File: src/rtl/dldo_pkg.sv
// Shared definitions for the digital LDO power-transistor controller.
//   - FSM state encodings (legacy-compatible 2-bit constants)
//   - mode_sel encodings
//   - LC_EXIT_CNT: identical comparator samples needed to leave LOCK
//   - therm(): count to thermometer code (bit i set for every i < n)
package dldo_pkg;

  typedef logic [1:0] state_t;
  localparam state_t ST_IDLE   = 2'd0;
  localparam state_t ST_COARSE = 2'd1;
  localparam state_t ST_FINE   = 2'd2;
  localparam state_t ST_LOCK   = 2'd3;

  typedef logic [1:0] mode_t;
  localparam mode_t MODE_PT_TEST   = 2'b00;
  localparam mode_t MODE_CTRL_TEST = 2'b01;
  localparam mode_t MODE_RUN       = 2'b10;  // 2'b11 is also a run mode

  localparam int unsigned LC_EXIT_CNT = 3;

  // Wide result; callers size-cast down to their leg count.
  function automatic logic [63:0] therm(input int unsigned n);
    logic [63:0] t;
    t = '0;
    for (int unsigned i = 0; i < 64; i++) begin
      t[i] = (i < n);
    end
    return t;
  endfunction

endpackage

File: src/rtl/dldo_pt_ctrl_if.sv
// Controller-side signal bundle of the digital LDO.
//   master: LDO top / test logic (drives en, mode_sel, cmp_in, std_ctrl_in, std_pt_in_cnt)
//   slave : dldo_pt_ctrl (drives ctrl_out, pt_cnt, settled, sat_hi, sat_lo)
interface dldo_pt_ctrl_if #(
  parameter int unsigned ARRSZ = 9,
  parameter int unsigned CNTW  = 4
);
  logic             en;
  logic [1:0]       mode_sel;
  logic             cmp_in;
  logic             std_ctrl_in;
  logic [8:0]       std_pt_in_cnt;
  logic [ARRSZ-1:0] ctrl_out;
  logic [CNTW-1:0]  pt_cnt;
  logic             settled;
  logic             sat_hi;
  logic             sat_lo;

  modport master (
    output en, mode_sel, cmp_in, std_ctrl_in, std_pt_in_cnt,
    input  ctrl_out, pt_cnt, settled, sat_hi, sat_lo
  );

  modport slave (
    input  en, mode_sel, cmp_in, std_ctrl_in, std_pt_in_cnt,
    output ctrl_out, pt_cnt, settled, sat_hi, sat_lo
  );
endinterface

File: src/rtl/dldo_sync2.sv
// Two-flop synchroniser for the comparator decision.
//   clk   : destination clock
//   reset : asynchronous, active-low; clears both flops
//   d     : asynchronous input
//   q     : synchronised output, two clk cycles behind d
module dldo_sync2 (
  input  logic clk,
  input  logic reset,
  input  logic d,
  output logic q
);
  logic meta_q;
  logic sync_q;

  always_ff @(posedge clk or negedge reset) begin
    if (!reset) begin
      meta_q <= 1'b0;
      sync_q <= 1'b0;
    end else begin
      meta_q <= d;
      sync_q <= meta_q;
    end
  end

  assign q = sync_q;
endmodule

File: src/rtl/dldo_pt_ctrl.sv
// Digital LDO feedback controller: turns the comparator decision stream into an
// active-leg count with a coarse/fine search and limit-cycle detection, and drives
// the PMOS array with a registered thermometer code.
//   clk   : controller clock
//   reset : asynchronous, active-low
//   bus   : dldo_pt_ctrl_if.slave (en, mode_sel, cmp_in, std_ctrl_in, std_pt_in_cnt in;
//           ctrl_out, pt_cnt, settled, sat_hi, sat_lo out)
// Build option DLDO_LC_FREEZE_EN: when defined, a detected limit cycle enters LOCK and
// freezes the count; otherwise FINE keeps dithering and settled flags the limit cycle.
module dldo_pt_ctrl
  import dldo_pkg::*;
#(
  parameter int unsigned ARRSZ       = 9,
  parameter int unsigned CNTW        = 4,
  parameter int unsigned COARSE_STEP = 2,
  parameter int unsigned LC_WIN      = 4,
  parameter int unsigned RESET_CNT   = 0
) (
  input logic           clk,
  input logic           reset,
  dldo_pt_ctrl_if.slave bus
);

  localparam int unsigned AltW = $clog2(LC_WIN + 1);
  localparam logic [CNTW-1:0]  ArrCnt     = CNTW'(ARRSZ);
  localparam logic [CNTW:0]    ArrExt     = (CNTW + 1)'(ARRSZ);
  localparam logic [CNTW:0]    CoarseAmt  = (CNTW + 1)'(COARSE_STEP);
  localparam logic [CNTW:0]    FineAmt    = (CNTW + 1)'(1);
  localparam logic [AltW-1:0]  AltMax     = AltW'(LC_WIN);
  localparam logic [CNTW-1:0]  ResetCnt   = CNTW'(RESET_CNT);
  localparam logic [ARRSZ-1:0] ResetCtrl  = ARRSZ'(therm(RESET_CNT));
  localparam logic             ResetSatHi = (RESET_CNT == ARRSZ);
  localparam logic             ResetSatLo = (RESET_CNT == 0);

  // One guard bit keeps the add/subtract from wrapping before the clamp.
  function automatic logic [CNTW-1:0] step_cnt(input logic [CNTW-1:0] cnt, input logic up,
                                               input logic [CNTW:0] amt);
    logic [CNTW:0] ext;
    if (up) begin
      ext = {1'b0, cnt} + amt;
      if (ext > ArrExt) ext = ArrExt;
    end else begin
      ext = {1'b0, cnt} - amt;
      if (ext[CNTW]) ext = '0;
    end
    return ext[CNTW-1:0];
  endfunction

  logic             cmp_src;
  logic             cmp_s;
  state_t           state_q, state_d;
  logic [CNTW-1:0]  cnt_q, cnt_d;
  logic [ARRSZ-1:0] ctrl_q, ctrl_d;
  logic             settled_q, settled_d;
  logic             sat_hi_q, sat_lo_q;
  logic [AltW-1:0]  alt_q, alt_d;
  logic             dir_q, dir_d;          // direction of the previous step, 1 = up
  logic             dir_vld_q, dir_vld_d;  // a previous step exists in this search
  logic             held;
  logic             rev;
  logic [CNTW-1:0]  load_cnt;
  logic             lock_exit;

  assign cmp_src = (bus.mode_sel == MODE_CTRL_TEST) ? bus.std_ctrl_in : bus.cmp_in;

  dldo_sync2 u_cmp_sync (
    .clk   (clk),
    .reset (reset),
    .d     (cmp_src),
    .q     (cmp_s)
  );

  assign load_cnt = (bus.std_pt_in_cnt > 9'(ARRSZ)) ? ArrCnt : bus.std_pt_in_cnt[CNTW-1:0];

  // A step into a rail is held and is never treated as a reversal.
  assign held = cmp_s ? (cnt_q == ArrCnt) : (cnt_q == '0);
  assign rev  = dir_vld_q && (cmp_s != dir_q) && !held;

`ifdef DLDO_LC_FREEZE_EN
  localparam int unsigned HistW = LC_EXIT_CNT - 1;
  logic [HistW-1:0] hist_q;  // previous cmp_s samples, [0] is the newest

  always_ff @(posedge clk or negedge reset) begin
    if (!reset) begin
      hist_q <= '0;
    end else begin
      hist_q <= {hist_q[HistW-2:0], cmp_s};
    end
  end

  assign lock_exit = (hist_q == {HistW{cmp_s}});
`else
  assign lock_exit = 1'b0;
`endif

  always_comb begin
    state_d   = state_q;
    cnt_d     = cnt_q;
    alt_d     = alt_q;
    dir_d     = dir_q;
    dir_vld_d = dir_vld_q;
    if (bus.mode_sel == MODE_PT_TEST) begin
      state_d   = ST_IDLE;
      cnt_d     = load_cnt;
      alt_d     = '0;
      dir_vld_d = 1'b0;
    end else if (!bus.en) begin
      state_d   = ST_IDLE;
      alt_d     = '0;
      dir_vld_d = 1'b0;
    end else begin
      unique case (state_q)
        ST_IDLE: begin
          state_d = ST_COARSE;
        end
        ST_COARSE: begin
          dir_d     = cmp_s;
          dir_vld_d = 1'b1;
          if (rev) begin
            // Overshoot detected: the reversing step is already a fine one.
            cnt_d   = step_cnt(cnt_q, cmp_s, FineAmt);
            alt_d   = '0;
            state_d = ST_FINE;
          end else begin
            cnt_d = step_cnt(cnt_q, cmp_s, CoarseAmt);
          end
        end
        ST_FINE: begin
          dir_d     = cmp_s;
          dir_vld_d = 1'b1;
          cnt_d     = step_cnt(cnt_q, cmp_s, FineAmt);
          if (rev) begin
            alt_d = (alt_q == AltMax) ? alt_q : alt_q + 1'b1;
          end else begin
            alt_d = '0;
          end
`ifdef DLDO_LC_FREEZE_EN
          if (alt_d == AltMax) state_d = ST_LOCK;
`endif
        end
`ifdef DLDO_LC_FREEZE_EN
        ST_LOCK: begin
          // A steady comparator means the load moved; resume dithering with this step.
          if (lock_exit) begin
            dir_d   = cmp_s;
            cnt_d   = step_cnt(cnt_q, cmp_s, FineAmt);
            alt_d   = '0;
            state_d = ST_FINE;
          end
        end
`endif
        default: begin
          state_d = ST_IDLE;
        end
      endcase
    end
  end

  always_comb begin
    ctrl_d = ARRSZ'(therm(32'(cnt_d)));
`ifdef DLDO_LC_FREEZE_EN
    settled_d = (state_d == ST_LOCK);
`else
    settled_d = (alt_d >= AltMax);
`endif
  end

  always_ff @(posedge clk or negedge reset) begin
    if (!reset) begin
      state_q   <= ST_IDLE;
      cnt_q     <= ResetCnt;
      ctrl_q    <= ResetCtrl;
      settled_q <= 1'b0;
      sat_hi_q  <= ResetSatHi;
      sat_lo_q  <= ResetSatLo;
      alt_q     <= '0;
      dir_q     <= 1'b0;
      dir_vld_q <= 1'b0;
    end else begin
      state_q   <= state_d;
      cnt_q     <= cnt_d;
      ctrl_q    <= ctrl_d;
      settled_q <= settled_d;
      sat_hi_q  <= (cnt_d == ArrCnt);
      sat_lo_q  <= (cnt_d == '0);
      alt_q     <= alt_d;
      dir_q     <= dir_d;
      dir_vld_q <= dir_vld_d;
    end
  end

  assign bus.ctrl_out = ctrl_q;
  assign bus.pt_cnt   = cnt_q;
  assign bus.settled  = settled_q;
  assign bus.sat_hi   = sat_hi_q;
  assign bus.sat_lo   = sat_lo_q;

endmodule

File: src/flat_wrapper.sv
// flat-port wrapper written by rule: the top's interface ports become plain ports
module dldo_pt_ctrl_flat import dldo_pkg::*;
#(
  parameter int unsigned ARRSZ       = 9,
  parameter int unsigned CNTW        = 4,
  parameter int unsigned COARSE_STEP = 2,
  parameter int unsigned LC_WIN      = 4,
  parameter int unsigned RESET_CNT   = 0
)
  (clk, reset, bus_en, bus_mode_sel, bus_cmp_in, bus_std_ctrl_in, bus_std_pt_in_cnt, bus_ctrl_out, bus_pt_cnt, bus_settled, bus_sat_hi, bus_sat_lo);
  dldo_pt_ctrl_if #(.ARRSZ(ARRSZ), .CNTW(CNTW)) bus_i ();
  input logic clk;
  input logic reset;
  input wire logic [$bits(bus_i.en)-1:0] bus_en;
  input wire logic [$bits(bus_i.mode_sel)-1:0] bus_mode_sel;
  input wire logic [$bits(bus_i.cmp_in)-1:0] bus_cmp_in;
  input wire logic [$bits(bus_i.std_ctrl_in)-1:0] bus_std_ctrl_in;
  input wire logic [$bits(bus_i.std_pt_in_cnt)-1:0] bus_std_pt_in_cnt;
  output wire logic [$bits(bus_i.ctrl_out)-1:0] bus_ctrl_out;
  output wire logic [$bits(bus_i.pt_cnt)-1:0] bus_pt_cnt;
  output wire logic [$bits(bus_i.settled)-1:0] bus_settled;
  output wire logic [$bits(bus_i.sat_hi)-1:0] bus_sat_hi;
  output wire logic [$bits(bus_i.sat_lo)-1:0] bus_sat_lo;
  assign bus_i.en = bus_en;
  assign bus_i.mode_sel = bus_mode_sel;
  assign bus_i.cmp_in = bus_cmp_in;
  assign bus_i.std_ctrl_in = bus_std_ctrl_in;
  assign bus_i.std_pt_in_cnt = bus_std_pt_in_cnt;
  assign bus_ctrl_out = bus_i.ctrl_out;
  assign bus_pt_cnt = bus_i.pt_cnt;
  assign bus_settled = bus_i.settled;
  assign bus_sat_hi = bus_i.sat_hi;
  assign bus_sat_lo = bus_i.sat_lo;
  dldo_pt_ctrl #(.ARRSZ(ARRSZ), .CNTW(CNTW), .COARSE_STEP(COARSE_STEP), .LC_WIN(LC_WIN), .RESET_CNT(RESET_CNT)) u_core (.clk(clk), .reset(reset), .bus(bus_i));
endmodule
File: config.mk
export PLATFORM = sky130hd
export DESIGN_NAME = dldo_pt_ctrl_flat
export DESIGN_NICKNAME = d
export VERILOG_FILES = /design/src/rtl/dldo_pkg.sv /design/src/rtl/dldo_pt_ctrl_if.sv /design/src/rtl/dldo_sync2.sv /design/src/rtl/dldo_pt_ctrl.sv /design/src/flat_wrapper.sv
export SDC_FILE = /design/constraint.sdc
export NUM_CORES = 1
export LEC_CHECK = 0
export ABC_AREA = 1
export ABC_CLOCK_PERIOD_IN_PS = 2430
export CORE_UTILIZATION = 52
export CTS_CLUSTER_SIZE = 28
export DETAILED_ROUTE_END_ITERATION = 12
export MAX_ROUTING_LAYER = met4
export PLACE_DENSITY = 0.8
export SYNTH_ARGS = -nofsm -noshare
export SYNTH_HDL_FRONTEND = slang
export SYNTH_SLANG_ARGS = --single-unit
export TNS_END_PERCENT = 30
File: constraint.sdc
create_clock -name clk -period 2.43 [get_ports clk]
set_clock_uncertainty 0.2 [all_clocks]
set_input_delay 0.486 -clock clk [delete_from_list [all_inputs] [get_ports clk]]
set_output_delay 0.486 -clock clk [all_outputs]
set_load 0.05 [all_outputs]
==> results.sh <==
export IMPL_status="completed"
export IMPL_placementRows=20
export IMPL_arrival_ns=1.67
export IMPL_max_freq_mhz=425.0
export IMPL_hpwl_mm=2.884
export IMPL_netlist_instances=229
export IMPL_area_growth_pct=24.55
export IMPL_h_tree_depth=1
export IMPL_cts_buffers=3
export IMPL_first_pass_iters=4
export IMPL_drive_above_1_share_pct=18.05
export IMPL_synthesis_nets=259
export IMPL_grt_first_pass_wirelength_mm=6.065
export IMPL_tightest_slew_ns=0.5395
export IMPL_peakVddDrop_mv=0.8471
export IMPL_wl_per_cell_um=11.67
export IMPL_hold_path_class="reg2reg"
export IMPL_period_needed_ns=2.353
export IMPL_synth_ff_latch_count=24
export IMPL_tritoncts="done"
export IMPL_setup_viol=0
export IMPL_via_per_inst=5.061
export IMPL_antenna_left=0
export IMPL_critPathRequiredTime_ns=1.74
export IMPL_drt_total_wl_mm=3.619
export IMPL_fp_coreArea_sq_um=3103
export IMPL_grt_use_total_pct=23.15
export IMPL_die_h_um=59.65
export IMPL_power_per_cell_area_nw_per_um2=1232
export IMPL_place_congestion=0.8891
export IMPL_rsz0062_at_grt="false"
export IMPL_fin_crit_sh_pct=96.83
export IMPL_clk_latency_ns=0.30
export IMPL_start_util_pct=55.69
export IMPL_seq_area_frac_synth_pct=34.83
export IMPL_syn_area_per_cell_sq_um=7.545
export IMPL_drv_slew=0
export IMPL_crit_chain="buf_4 -> clkdlybuf4s50_1"
export IMPL_diodes=0
export IMPL_critical_path_top_delay_family="buffers and inverters"
export IMPL_clkSinkCount=24
export IMPL_ys_flop_type="dfrtp_1"
export IMPL_grt_max_degree=25
export IMPL_worstSetupStartpointType="register"
export IMPL_yosys_area_top_type="dfrtp_1"
export IMPL_final_util_pct=69.35
export IMPL_synth_top_area_share_pct=33.31
export IMPL_via_count=1569
export IMPL_yosys_top_cells_area="dfrtp_1, nand2_1, ha_1"
export IMPL_critPathMaxFanout=8
export IMPL_setup_worst_path_class="reg2out"
export IMPL_grt_pass1_vias=1384
export IMPL_yosysWarningCount=0
export IMPL_ys_types=36
export IMPL_clkSlewWorstSetupHoldPaths_ns=0.13
export IMPL_nets=297
export IMPL_clockRootBuffer="clkbuf_4"
export IMPL_drt_iter0_drc=97
export IMPL_dpl_cell_count=306
export IMPL_chipWidth_um=59.65
export IMPL_pin_count=32
export IMPL_slowest_stage="clkdlybuf4s50_1"
export IMPL_synth_edff_count=0
export IMPL_finalHoldViolCount=0
export IMPL_max_stage_delay_ns=0.81
export IMPL_end_kind="output port"
export IMPL_grt_remaining_overflow=0
export IMPL_io_buffers=31
export IMPL_syn_area_sq_um=1728
export IMPL_fin_setup_tns_ns=0
export IMPL_drc=0
export IMPL_async_flop_share_pct=100.0
export IMPL_drv_cap=0
export IMPL_fin_cells=310
export IMPL_crit_buf_inv=2
export IMPL_cts_path_max_buffers=2
export IMPL_antenna_found_initial=0
export IMPL_static_leakage_power_nw=1.067
export IMPL_max_slew_margin_pct=64.04
export IMPL_dieArea_sq_um=3558
[power breakdown]
group	total, mW	switching, mW	internal, mW
clock	0.283	0.116	0.166
sequential	0.653	0.114	0.539
combinational	1.71	1.14	0.579
total	2.65	1.37	1.28
[cells by family after synthesis]
group | Yosys count | share of synthesized area (%)
simple gates | 113 | 31.93
buf+inv | 42 | 10.28
compound gates | 33 | 11.30
flops | 24 | 34.83
fa+ha+maj | 14 | 10.14
xor+xnor | 3 | 1.521
[placed cells by master (no fill, tap or decap), drive strengths merged, types with 2 or more instances in the layout]
| master | count |
|---|---|
| nor2 | 23 |
| nand4 | 4 |
| nand3 | 21 |
| inv | 36 |
| clkbuf | 3 |
| nand2 | 61 |
| o21ai | 17 |
| xnor2 | 2 |
| clkdlybuf4s50 | 27 |
| a21oi | 10 |
| ha | 14 |
| buf | 11 |
| nor3 | 2 |
| dfrtp | 23 |
[area by class of cell]
cell class	count	area [sq um]
fill	264	950.9
multi-input combinational	163	948.4
sequential	24	604.3
timing repair buffer	38	352.8
inverter	37	138.9
tap	44	55.05
clock inverter	1	30.03
clock buffer	3	22.52
[cells in the mapped netlist, drive strengths merged, types with 2 or more instances]
master	count
nand3	21
xnor2	2
nand4	4
inv	36
nand2	61
o21ai	17
a21oi	10
nor2	23
ha	14
dfrtp	23
buf	4
nor3	2
[flip-flops by register name (all words and copies together), names as in the netlist, 2 cells and up]
name	count
u_core.bus.ctrl_out	9
u_core.bus.pt_cnt	3
u_core.alt_q	3
u_core.state_q	2
[worst paths after layout]
check                                                   start                          endpoint  slack [ns]  cells after the start
setup / recovery               u_core.bus.pt_cnt[1]$_DFF_PN0_                     bus_pt_cnt[1]        0.08                      2
hold / removal             u_core.u_cmp_sync.meta_q$_DFF_PN0_     u_core.u_cmp_sync.q$_DFF_PN0_        0.17                      0
setup reg to reg               u_core.bus.pt_cnt[1]$_DFF_PN0_  u_core.bus.ctrl_out[1]$_DFF_PN0_        0.21                     14
hold reg to reg            u_core.u_cmp_sync.meta_q$_DFF_PN0_     u_core.u_cmp_sync.q$_DFF_PN0_        0.17                      0
max in group asynchronous                               reset       u_core.bus.sat_lo$_DFF_PN1_        1.43                      2
min in group asynchronous                               reset         u_core.alt_q[0]$_DFF_PN0_        0.32                      2
[worst reg2reg max path: stages, from the launching register on]
cell and delay (ns):
dfrtp_2 0.43, inv_1 0.15, ha_1 0.27, inv_1 0.08
nand2_1 0.05, nand2_1 0.06, clkinv_1 0.07, nand2_1 0.09
nand3_1 0.09, nand3_1 0.09, nand3_1 0.09, nand2_1 0.08
nand2_2 0.11, nor2_4 0.17, nand2_1 0.08
[per-layer routing]
metal	global-route usage [%]	vias to the layer above	part of all wire, %
li1	-	798	-
met1	32.31	734	48
met5	-	-	0
met4	6.977	0	0.80
met3	2.183	4	3.3
met2	35.71	33	48
[timing repair]
action,CTS,global route
endpoints found under the setup margin,0,4
hold buffers,0,0
buffers inserted,0,0
resized for setup,0,1
[metrics by stage]
stage	instance area (sq um)	hold slack (ns)	power (mW)	worst slack (ns)
4_1_cts	2151	0.1709	2.650	0.07434
5_1_grt	2152	0.1733	2.838	0.02088
3_3_place_gp	2098	0.1337	2.344	0.1272
6_report	2152	0.1659	2.651	0.07710
3_5_place_dp	2098	0.1411	2.356	0.06946
2_1_floorplan	1729	-0.009591	1.905	0.05027
Note: power is estimated with default switching activity, not from simulation.
